File: src/rtl/sram_ctrl.sv
// sram_ctrl: asynchronous SRAM controller for the external RAM port.
//
// Each 32-bit request is served as two 16-bit SRAM phases, LO (half-word
// address bit 0 = 0) and HI (bit 0 = 1). A one-cycle GAP with all strobes
// released sits between them. Each phase lasts wait_states+1 cycles.
// Requests whose address lies above the SRAM window complete at once with
// mem_error set, and no SRAM strobe is issued. Every output is registered.
//
// Optional feature: define SRAM_CTRL_SKIP_EN to skip write phases whose byte
// strobe pair is zero. The GAP cycle is then omitted as well. Reads always
// run both phases.
//
// Parameters:
//   wait_states - extra cycles per SRAM phase (>= 1)
//   addr_width  - SRAM half-word address width
// Ports:
//   clock                    - single clock
//   reset                    - asynchronous active-low reset
//   sram_in                  - request (valid strobe, address, wdata, wstrb)
//   sram_out                 - response (ready, error, rdata)
//   sram_addr                - SRAM half-word address
//   sram_dq_o / sram_dq_i    - SRAM data out / in
//   sram_dq_oe               - data bus drive enable
//   sram_ce_n/oe_n/we_n      - chip, output and write enables (active low)
//   sram_lb_n/ub_n           - byte enables for dq[7:0] / dq[15:8] (active low)

package sram_ctrl_pkg;
    typedef struct packed {
        logic        mem_valid;
        logic        mem_instr;
        logic [31:0] mem_addr;
        logic [31:0] mem_wdata;
        logic [3:0]  mem_wstrb;
    } mem_in_type;

    typedef struct packed {
        logic        mem_ready;
        logic        mem_error;
        logic [31:0] mem_rdata;
    } mem_out_type;
endpackage

module sram_ctrl
    import sram_ctrl_pkg::*;
#(
    parameter int wait_states = 2,
    parameter int addr_width  = 18
) (
    input  logic                  clock,
    input  logic                  reset,
    input  mem_in_type            sram_in,
    output mem_out_type           sram_out,
    output logic [addr_width-1:0] sram_addr,
    output logic [15:0]           sram_dq_o,
    input  logic [15:0]           sram_dq_i,
    output logic                  sram_dq_oe,
    output logic                  sram_ce_n,
    output logic                  sram_oe_n,
    output logic                  sram_we_n,
    output logic                  sram_lb_n,
    output logic                  sram_ub_n
);

    localparam logic [2:0] S_IDLE = 3'd0;
    localparam logic [2:0] S_LO   = 3'd1;
    localparam logic [2:0] S_GAP  = 3'd2;
    localparam logic [2:0] S_HI   = 3'd3;
    localparam logic [2:0] S_RESP = 3'd4;

    localparam int            CW   = (wait_states < 2) ? 1 : $clog2(wait_states + 1);
    localparam logic [CW-1:0] LAST = CW'(wait_states);

    logic [2:0]            state_q, state_d;
    logic [CW-1:0]         cnt_q, cnt_d;
    logic [addr_width-2:0] base_q;
    logic [31:0]           wdata_q;
    logic [3:0]            wstrb_q;
    logic                  write_q;

    logic [addr_width-1:0] addr_q, addr_d;
    logic [15:0]           dq_o_q, dq_o_d;
    logic                  dq_oe_q, dq_oe_d;
    logic                  ce_n_q, ce_n_d;
    logic                  oe_n_q, oe_n_d;
    logic                  we_n_q, we_n_d;
    logic                  lb_n_q, lb_n_d;
    logic                  ub_n_q, ub_n_d;
    logic                  ready_q, ready_d;
    logic                  error_q, error_d;
    logic [31:0]           rdata_q, rdata_d;

    logic                  idle;
    logic                  accept;
    logic                  out_of_range;
    logic [addr_width-2:0] req_base;
    logic [31:0]           req_wdata;
    logic [3:0]            req_wstrb;
    logic                  req_write;
    logic                  phase_hi;
    logic                  unused_bits;

    assign idle         = (state_q == S_IDLE);
    assign accept       = idle && sram_in.mem_valid;
    assign out_of_range = |sram_in.mem_addr[31:addr_width+1];

    // In the accept cycle the latches are not yet loaded, so the first phase
    // setup has to come straight from the request bus.
    assign req_base  = idle ? sram_in.mem_addr[addr_width:2] : base_q;
    assign req_wdata = idle ? sram_in.mem_wdata : wdata_q;
    assign req_wstrb = idle ? sram_in.mem_wstrb : wstrb_q;
    assign req_write = idle ? (|sram_in.mem_wstrb) : write_q;

    assign unused_bits = ^{sram_in.mem_instr, sram_in.mem_addr[1:0]};

    always_comb begin
        state_d = state_q;
        cnt_d   = cnt_q;
        case (state_q)
            S_IDLE: begin
                if (sram_in.mem_valid) begin
                    cnt_d = '0;
                    if (out_of_range) begin
                        state_d = S_RESP;
                    end else begin
`ifdef SRAM_CTRL_SKIP_EN
                        if ((sram_in.mem_wstrb[3:2] != 2'b00) && (sram_in.mem_wstrb[1:0] == 2'b00)) begin
                            state_d = S_HI;
                        end else begin
                            state_d = S_LO;
                        end
`else
                        state_d = S_LO;
`endif
                    end
                end
            end
            S_LO: begin
                if (cnt_q == LAST) begin
                    cnt_d = '0;
`ifdef SRAM_CTRL_SKIP_EN
                    if (write_q && (wstrb_q[3:2] == 2'b00)) begin
                        state_d = S_RESP;
                    end else begin
                        state_d = S_GAP;
                    end
`else
                    state_d = S_GAP;
`endif
                end else begin
                    cnt_d = cnt_q + CW'(1);
                end
            end
            S_GAP: begin
                cnt_d   = '0;
                state_d = S_HI;
            end
            S_HI: begin
                if (cnt_q == LAST) begin
                    cnt_d   = '0;
                    state_d = S_RESP;
                end else begin
                    cnt_d = cnt_q + CW'(1);
                end
            end
            S_RESP: begin
                state_d = S_IDLE;
            end
            default: begin
                state_d = S_IDLE;
            end
        endcase
    end

    // Outputs are computed from the next state so that they appear registered
    // in the very cycle the FSM enters that state. sram_addr and dq_o hold
    // their values outside the phases.
    always_comb begin
        addr_d   = addr_q;
        dq_o_d   = dq_o_q;
        dq_oe_d  = 1'b0;
        ce_n_d   = 1'b1;
        oe_n_d   = 1'b1;
        we_n_d   = 1'b1;
        lb_n_d   = 1'b1;
        ub_n_d   = 1'b1;
        ready_d  = (state_d == S_RESP);
        error_d  = error_q;
        rdata_d  = rdata_q;
        phase_hi = (state_d == S_HI);

        if (accept) begin
            error_d = out_of_range;
            rdata_d = '0;
        end

        // Read data is taken only on the last cycle of a phase, when the
        // SRAM access time has fully elapsed.
        if (!write_q && (cnt_q == LAST)) begin
            if (state_q == S_LO) begin
                rdata_d[15:0] = sram_dq_i;
            end
            if (state_q == S_HI) begin
                rdata_d[31:16] = sram_dq_i;
            end
        end

        if ((state_d == S_LO) || (state_d == S_HI)) begin
            addr_d = {req_base, phase_hi};
            ce_n_d = 1'b0;
            if (req_write) begin
                dq_oe_d = 1'b1;
                dq_o_d  = phase_hi ? req_wdata[31:16] : req_wdata[15:0];
                lb_n_d  = phase_hi ? ~req_wstrb[2] : ~req_wstrb[0];
                ub_n_d  = phase_hi ? ~req_wstrb[3] : ~req_wstrb[1];
                // The final phase cycle releases we_n while data is still
                // driven, giving the SRAM its data hold time.
                we_n_d  = (cnt_d == LAST);
            end else begin
                oe_n_d = 1'b0;
                lb_n_d = 1'b0;
                ub_n_d = 1'b0;
            end
        end
    end

    always_ff @(posedge clock or negedge reset) begin
        if (!reset) begin
            state_q <= S_IDLE;
            cnt_q   <= '0;
            base_q  <= '0;
            wdata_q <= '0;
            wstrb_q <= '0;
            write_q <= 1'b0;
            addr_q  <= '0;
            dq_o_q  <= '0;
            dq_oe_q <= 1'b0;
            ce_n_q  <= 1'b1;
            oe_n_q  <= 1'b1;
            we_n_q  <= 1'b1;
            lb_n_q  <= 1'b1;
            ub_n_q  <= 1'b1;
            ready_q <= 1'b0;
            error_q <= 1'b0;
            rdata_q <= '0;
        end else begin
            state_q <= state_d;
            cnt_q   <= cnt_d;
            addr_q  <= addr_d;
            dq_o_q  <= dq_o_d;
            dq_oe_q <= dq_oe_d;
            ce_n_q  <= ce_n_d;
            oe_n_q  <= oe_n_d;
            we_n_q  <= we_n_d;
            lb_n_q  <= lb_n_d;
            ub_n_q  <= ub_n_d;
            ready_q <= ready_d;
            error_q <= error_d;
            rdata_q <= rdata_d;
            if (accept) begin
                base_q  <= sram_in.mem_addr[addr_width:2];
                wdata_q <= sram_in.mem_wdata;
                wstrb_q <= sram_in.mem_wstrb;
                write_q <= |sram_in.mem_wstrb;
            end
        end
    end

    assign sram_addr          = addr_q;
    assign sram_dq_o          = dq_o_q;
    assign sram_dq_oe         = dq_oe_q;
    assign sram_ce_n          = ce_n_q;
    assign sram_oe_n          = oe_n_q;
    assign sram_we_n          = we_n_q;
    assign sram_lb_n          = lb_n_q;
    assign sram_ub_n          = ub_n_q;
    assign sram_out.mem_ready = ready_q;
    assign sram_out.mem_error = error_q;
    assign sram_out.mem_rdata = rdata_q;

endmodule
File: config.mk
export PLATFORM = sky130hd
export DESIGN_NAME = sram_ctrl
export DESIGN_NICKNAME = d
export VERILOG_FILES = /design/src/rtl/sram_ctrl.sv
export SDC_FILE = /design/constraint.sdc
export NUM_CORES = 1
export LEC_CHECK = 0
export CORE_ASPECT_RATIO = 2
export CORE_MARGIN = 1.5
export CORE_UTILIZATION = 30
export CTS_CLUSTER_SIZE = 12
export DETAILED_ROUTE_END_ITERATION = 7
export SLEW_MARGIN = 25
export SYNTH_ARGS = -nofsm -noshare
export SYNTH_HDL_FRONTEND = slang
export SYNTH_SLANG_ARGS = --single-unit
File: constraint.sdc
create_clock -name clock -period 2.4 [get_ports clock]
set_input_delay 0.24 -clock clock [delete_from_list [all_inputs] [get_ports clock]]
set_output_delay 0.24 -clock clock [all_outputs]
set_load 0.005 [all_outputs]
==> results of run 1 <==
-- per-layer routing --
metal | global-route usage, % | share of wire (%) | up-vias
li1 | - | - | 2280
met1 | 18.3 | 40 | 2309
met2 | 30.5 | 54 | 120
met3 | 4.13 | 4.1 | 19
met4 | 7.10 | 2.3 | 0
met5 | 0 | 0 | -
-- flip-flops by register name, summed over array words and instances, names as in the netlist, 2 cells and up --
name and count:
base_q 17, cnt_q 2, rdata_q 32, sram_addr 18, sram_dq_o 16, state_q 3, wdata_q 32, wstrb_q 4
-- power breakdown --
part	switching (mW)	leakage, nW	internal [mW]
clock network	0.985	0.271	1.47
logic	0.292	1.95	0.261
registers	0.0665	1.73	2.37
total	1.34	3.96	4.10
-- cells by family after synthesis --
group                  synth area share (%)
multiplexers                           7.94
AND/OR/NAND/NOR                        21.6
buffers and inverters                  4.86
AO/OA/AOI/OAI                          7.83
flip-flops                             57.8
-- worst min-delay path by stage --
stage / from / end / slack, ns / depth (start not counted)
floorplan: reset / base_q[0] / -0.06 / 0
global placement: reset / rdata_q[2] / 0.30 / 1
detailed placement: reset / rdata_q[2] / 0.30 / 1
CTS: sram_in[27] / wdata_q[23] / 0.33 / 3
global route: sram_in[28] / wdata_q[24] / 0.34 / 3
finish: sram_in[27] / wdata_q[23] / 0.35 / 3
-- final cells by class --
type                    instances  area [µm²]
clock buffers                  19         453
clock inverters                13         108
fillers                      1860       10600
inverters                      21        78.8
multi-input cells             409        2170
flip-flops and latches        133        3330
well taps                     255         319
repair buffers                178        1810
-- synth_stat cells, types with 2 or more instances --
cell	instances	area, µm²
sky130_fd_sc_hd__nor2b_1	4	25.0
sky130_fd_sc_hd__buf_6	3	33.8
sky130_fd_sc_hd__a21o_1	2	15.0
sky130_fd_sc_hd__and2_1	2	12.5
sky130_fd_sc_hd__mux2i_1	3	30.0
sky130_fd_sc_hd__inv_1	21	78.8
sky130_fd_sc_hd__nor3_1	4	20.0
sky130_fd_sc_hd__nand2_1	260	976
sky130_fd_sc_hd__clkbuf_1	29	109
sky130_fd_sc_hd__nor4_1	3	18.8
sky130_fd_sc_hd__a32oi_1	13	114
sky130_fd_sc_hd__o31ai_1	2	15.0
sky130_fd_sc_hd__mux2_2	30	338
sky130_fd_sc_hd__dfrtp_1	128	3200
sky130_fd_sc_hd__a22o_1	16	140
sky130_fd_sc_hd__nand3_1	18	90.1
sky130_fd_sc_hd__o21ai_0	19	95.1
sky130_fd_sc_hd__mux2_4	6	90.1
sky130_fd_sc_hd__a21oi_1	7	35.0
sky130_fd_sc_hd__nor2_1	6	22.5
sky130_fd_sc_hd__o22ai_1	2	12.5
sky130_fd_sc_hd__dfstp_2	5	131
sky130_fd_sc_hd__buf_2	4	20.0
sky130_fd_sc_hd__buf_4	2	15.0
-- cells in the final DEF, fill, tap and decap left out, types with 2 or more instances in the layout --
| cell type | Yosys | routed |
|---|---|---|
| sky130_fd_sc_hd__a21o_1 | 2 | 2 |
| sky130_fd_sc_hd__a21oi_1 | 7 | 7 |
| sky130_fd_sc_hd__a22o_1 | 16 | 16 |
| sky130_fd_sc_hd__a32oi_1 | 13 | 13 |
| sky130_fd_sc_hd__buf_12 | 1 | 6 |
| sky130_fd_sc_hd__buf_4 | 2 | 13 |
| sky130_fd_sc_hd__clkbuf_16 | 0 | 17 |
| sky130_fd_sc_hd__clkbuf_8 | 0 | 2 |
| sky130_fd_sc_hd__clkdlybuf4s50_1 | 0 | 157 |
| sky130_fd_sc_hd__clkinv_2 | 0 | 6 |
| sky130_fd_sc_hd__clkinvlp_4 | 0 | 4 |
| sky130_fd_sc_hd__dfrtp_1 | 128 | 128 |
| sky130_fd_sc_hd__dfstp_2 | 5 | 5 |
| sky130_fd_sc_hd__inv_1 | 21 | 21 |
| sky130_fd_sc_hd__mux2_2 | 30 | 30 |
| sky130_fd_sc_hd__mux2_4 | 6 | 6 |
| sky130_fd_sc_hd__mux2i_1 | 3 | 2 |
| sky130_fd_sc_hd__nand2_1 | 260 | 260 |
| sky130_fd_sc_hd__nand3_1 | 18 | 18 |
| sky130_fd_sc_hd__nor2_1 | 6 | 6 |
| sky130_fd_sc_hd__nor2b_1 | 4 | 4 |
| sky130_fd_sc_hd__nor3_1 | 4 | 3 |
| sky130_fd_sc_hd__nor4_1 | 3 | 3 |
| sky130_fd_sc_hd__o21ai_0 | 19 | 19 |
| sky130_fd_sc_hd__o22ai_1 | 2 | 2 |
| sky130_fd_sc_hd__o31ai_1 | 2 | 2 |
-- worst max-delay path: cells and delay by family (launching register included) --
family          cells  cell delay, ns
mux                 1            0.34
flops               1            0.45
compound gates      1            0.17
simple gates        2            0.66
buf+inv             1            0.18
==> results, run 1 <==
- The flow ran to the end, and the final reports show no timing, DRC or antenna violations.
- The maximum frequency from static timing analysis is 518 MHz.
- Relative to the synthesized area, the layout overhead comes to 43.5%.
- The finished layout holds 1028 standard cells, fillers aside.
- Summed over all cells, the static leakage comes to 3.96 nW.
- The number of antenna violations at the first check in global routing is 0.
- For the worst-skew pair, the clock arrives at the later sink with an insertion delay of 0.42 ns.
- The root cell of the clock tree is sky130_fd_sc_hd__clkbuf_16.
- The overall routed net length is 16000 µm.
- In this run the number of H-tree levels came out at 4.
- TritonCTS built the clock tree.
- The routability congestion estimate from global placement is 0.755.
- Data arrives at the worst endpoint at 2.23 ns.
- The mean area per synthesized cell is 9.57 µm².
- The maximum ir drop on the vdd rail is 0.000466 V.
- The via count of the first global-routing pass is 4820.
- The transition at the pin with the smallest max-transition slack is 0.839 ns.
- The most used flip-flop cell after synthesis is sky130_fd_sc_hd__dfrtp_1.
- The share of the core filled with cells is 43.9%.
- The largest single stage delay on the critical path is 0.52 ns.
- In the routed design, unresolved DRC markers number 0.
- The post-route setup TNS is 0 ns.
- The worst-case clock buffer depth is 2.
- The worst register-to-register path ends at sram_dq_o[2].
- The worst clock skew on the final layout is 0.00564 ns.
- The cell area power density is 657 nW/µm².
- During placement, the flow inserted port buffers numbering 158.
- Dividing the detail-routed via count by the number of cells gives 4.60.
- The final non-filler cell area is 8280 µm².
- The total track usage is 16.8%.
- The detailed router finished its first iteration with 190 violations.
- The flop-to-flop setup slack is 0.47 ns.
- The element type at the critical path end is a register.
- The post-CTS setup-driven buffer insertion count is 0.
- Headroom to the max-slew limit came out at 44.1%.
- In this run the cell area measured after placement is 7710 µm².
- The first detailed-routing pass took 4 iterations.
- After layout, the minimum clock period comes to 1.93 ns.
- The die covers 20100 µm².
- For this run, the register share of the synthesized area comes to 57.8%.
- The critical path class is reg2reg.
- The total area inside the core boundary comes to 18800 µm².
- The clock-pin slew of the registers on the worst-case setup and hold paths is 0.06 ns.
- In this run the critical register-to-register path is launched from state_q[0].
- After clock tree synthesis, the flow added hold-fix buffers numbering 1.
- For this design, the sink count on the clock tree is 133.
- The die width is 101 µm.
- Measured in cells, the most critical reg-to-reg path has a length of 5.
- The number of nets handed over by synthesis was 691.
- Walking the worst path, the cells encountered are or4b_4 > nor2_2 > a22o_2 > buf_12 > mux2_2.
- The number of clock buffers inserted by TritonCTS is 17.
- After legalization and detailed placement, the total HPWL measured 10700 µm.
- The fraction of layout instances using a drive strength above 1 is 13.2%.
- The number of antenna diodes in the final layout is 0.
- The total vias in the final route is 4728.
- The count of boundary I/O pins is 162.
- The post-placement worst setup slack is 0.149 ns.
- The number of gates resized after CTS was 0.
- From bottom edge to top edge, the die measures 199 µm.
- After layout, the design draws a total of 5.44 mW.
- The number of storage elements in the synthesis netlist is 133.
- Counting flops with an async set or reset pin after synthesis yields a share of 100%.
- The endpoint required time on the critical path is 2.70 ns.
- For this configuration, the core starts out at a cell density of 30.6%.
- Setup violations remaining at the end of the flow were counted as 0.
- The max capacitance violation total is 0.
- The type of the most critical hold path is in2reg.
- The post-detailed-route count of antenna-violating nets is 0.
- The largest net degree at the start of global routing is 73.
- Dividing the detail-routed wire length by the instance count gives 15.6 µm.
- The critical path launch point type is a register.
- Tracing the worst setup path back leads to its startpoint at state_q[0].
- The number of enable flip-flop cells after synthesis is 0.
- The final count of hold timing violations is 0.
- The net count of the finished layout is 848.
- The number of slew-limit violations in the final report came to 0.
- The maximum fanout along the worst path is 18.
- The total overflow left after global routing is 0.
- The total number of yosys warnings is 0.
- Counting distinct cell types in the post-synthesis netlist gives 38.
- The worst hold slack across all endpoints is 0.349 ns.
- The cell area after synthesis is 5770 µm².
- The count of standard-cell rows is 71.
- The most critical setup path has its endpoint at sram_dq_o[2].
- Dividing the final minimum period by the clock period gives 80.5%.
- The final setup slack of the worst path is 0.468 ns.
- Setup repair after global routing left no endpoint under its margin.
- The number of instances in the synthesized netlist is 603.
- The cell total after placement is 995.
- The first global-routing pass estimated 25500 µm of wire.
- The critical-path cell with the highest stage delay is sky130_fd_sc_hd__or4b_4.
Note: power is estimated with default switching activity, not from simulation.
==> run 2, diff against run 1 <==
clock period = 1.9 ns   (was 2.4 ns; I/O delays follow)
==> results, run 2 (synthesized netlist as in run 1, its figures left out) <==
- The combined area of the multi-input logic cells was 2190 µm² (+0.69%).
- The total vias in the final route is 4842 (+2.4%).
- The standard cell core area is 18800 µm² (unchanged).
- The post-placement worst setup slack is -0.222 ns (-0.371 ns).
- The clock-pin slew of the registers on the worst-case setup and hold paths is 0.06 ns (about the same).
- The maximum frequency from static timing analysis is 537 MHz (+3.7%).
- The post-placement cell area is 7890 µm² (+2.4%).
- The total of fill cells in the finished design was 1863 (+0.16%).
- The CTS tree is yes.
- The number of clock buffers inserted by TritonCTS was 17 (unchanged).
- The sum of overflow across all layers after global routing is 0 (unchanged).
- The number of antenna violations at the first check in global routing came to 0 (unchanged).
- The net count of the finished layout is 870 (+2.6%).
- The maximum ir drop on the vdd rail is 0.000487 V (+4.7%).
- The count of boundary I/O pins is 162 (unchanged).
- The max capacitance violation total is 0 (unchanged).
- The data arrival time at the worst-slack endpoint is 2.16 ns (-0.07 ns).
- The fraction of layout instances using a drive strength above 1 is 15.3% (+2.2 points).
- Setup repair after global routing could not meet its margin everywhere.
- The die width is 101 µm (unchanged).
- The count of buffers inserted at the top-level ports was 158 (unchanged).
- The critical path class is reg2reg.
- The final non-filler cell area was 8530 µm² (+3.1%).
- The post-DP HPWL is 11500 µm (+6.8%).
- In the layout the commonest cells are sky130_fd_sc_hd__nand2_1, sky130_fd_sc_hd__clkdlybuf4s50_1, sky130_fd_sc_hd__dfrtp_1.
- The clock latency at the later pin of the worst-skew pair is 0.42 ns (about the same).
- The final count of hold timing violations is 0 (unchanged).
- The transition at the pin with the smallest max-transition slack is 0.385 ns (-0.454 ns).
- The final setup slack of the worst path came to 0.0378 ns (-0.430 ns).
- The die area was 20100 µm² (unchanged).
- Compared with the post-synthesis result, the final layout area differs by 47.9%.
- The endpoint required time on the critical path came to 2.20 ns (-0.50 ns).
- The share of the core filled with cells is 45.3% (+1.4 points).
- The CTS H-tree depth is 4 (unchanged).
- The routability congestion estimate from global placement is 0.781 (+3.5%).
- The worst-case headroom to the max-slew limit is 74.1% (+30 points).
- The most common cell after layout, fill and taps aside is sky130_fd_sc_hd__nand2_1.
- The critical path launch point type is a register.
- The global-route wire length before repair came to 25900 µm (+1.6%).
- The number of sinks driven by the clock tree is 133 (unchanged).
- The initial core utilization is 30.6% (unchanged).
- The count of standard-cell rows is 71 (unchanged).
- The total of endpoints with negative setup slack in the final report is 0 (unchanged).
- The number of DRC violations after detailed routing came to 0 (unchanged).
- The detailed-route wire length per cell is 15.8 µm (+1.4%).
- The shortest clock period the worst path allows after layout is 1.86 ns (-0.0696 ns).
- The total power of the final layout is 7.15 mW (+31%).
- The die height is 199 µm (unchanged).
- The element type at the critical path end is a register.
- The flow ran to the end, and the final reports show no timing, DRC or antenna violations.
- The routed via count divided by cell count was 4.61 (+0.27%).
- The antenna diode count is 0 (unchanged).
- The overall routed net length is 16600 µm (+3.5%).
- The cell leakage power is 4.11 nW (+3.8%).
- The cell area power density is 838 nW/µm² (+28%).
- The worst clock skew on the final layout is 0.00763 ns (+0.00199 ns).
- The total track usage was 17.1% (+0.26 points).
- The type of the most critical hold path is in2async.
- The via count of the first global-routing pass is 4899 (+1.6%).
- The largest net degree at the start of global routing is 55 (-25%).
- The worst-case clock buffer depth came to 2 (unchanged).
- The number of detailed-route iterations in the first pass is 4 (unchanged).
- The number of slew-limit violations in the final report is 0 (unchanged).
- The area taken by flip-flops and latches is 3340 µm² (about the same).
- Clock tree synthesis selected as its root buffer the cell sky130_fd_sc_hd__clkbuf_16.
- The post-detailed-route count of antenna-violating nets is 0 (unchanged).
- The maximum fanout along the worst path is 17 (-1).
- The initial DRC count is 182 (-4.2%).
- The final critical-path share of the clock period is 98.0% (+18 points).
[run 2: changes by cell type in the layout (fill, tap and decap cells not counted), sizes merged]
| cell | change |
|---|---|
| buf | +22 |
| bufinv | +2 |
| clkbuf | +4 |
| clkinv | -2 |
| clkinvlp | -3 |
| inv | -1 |
[run 2: worst max-delay path: stages (launching register included)]
cell	delay, ns
sky130_fd_sc_hd__dfrtp_2	0.44
sky130_fd_sc_hd__or4b_4	0.52
sky130_fd_sc_hd__nor2_4	0.10
sky130_fd_sc_hd__a22o_2	0.16
sky130_fd_sc_hd__buf_12	0.16
sky130_fd_sc_hd__mux2_2	0.35
[run 2: per-stage QoR]
step                      hold WS [ns]  TNS [ns]  cells
after global placement          0.0928     -6.66   1014
after detailed placement        0.0967     -7.47   1014
final                            0.218         0   1050
after CTS                        0.208         0   1047
after global routing             0.241    -0.214   1050
after floorplan                 -0.106    -0.981    603
[run 2: what timing repair did]
| action | in CTS | in global routing |
|---|---|---|
| setup endpoints to repair | 10 | 42 |
| pin swaps | 0 | 0 |
| hold buffers | 1 | 0 |
| gates resized for setup | 1 | 4 |
| buffers inserted | 0 | 3 |
| hold endpoints to repair | 103 | 0 |
[run 2: layer usage]
metal | vias up | GRT usage, % | part of all wire [%]
met5 | - | 0 | 0
met4 | 0 | 7.72 | 2.9
met3 | 22 | 3.50 | 3.9
met2 | 132 | 31.2 | 55
met1 | 2366 | 18.6 | 38
li1 | 2322 | - | -
[run 2: final cells by class]
cell class                 count  share of cell area (%)
sequential                   133                    39.1
inverter                      21                   0.924
clock inverter                 9                    1.48
timing repair buffer         200                    23.6
clock buffer                  23                    5.48
multi-input combinational    409                    25.6
tap                          255                    3.74
[run 2: final timing paths]
kind                            slack, ns      endpoint  cells past startpoint         from
worst max-delay path                 0.04  sram_dq_o[2]                      5   state_q[0]
min in group clock                   0.30   wdata_q[22]                      3  sram_in[26]
worst min register to register       0.47     base_q[7]                      2    base_q[7]
max in group asynchronous            1.09    rdata_q[7]                      3        reset
worst min-delay path                 0.22   rdata_q[19]                      2        reset
worst max register to register       0.04  sram_dq_o[2]                      5   state_q[0]
[run 2: where the power goes]
group	switching [mW]	internal, mW	total, mW
clock	1.21	2.13	3.33
sequential	0.0837	2.99	3.07
combinational	0.383	0.361	0.745
total	1.68	5.48	7.15
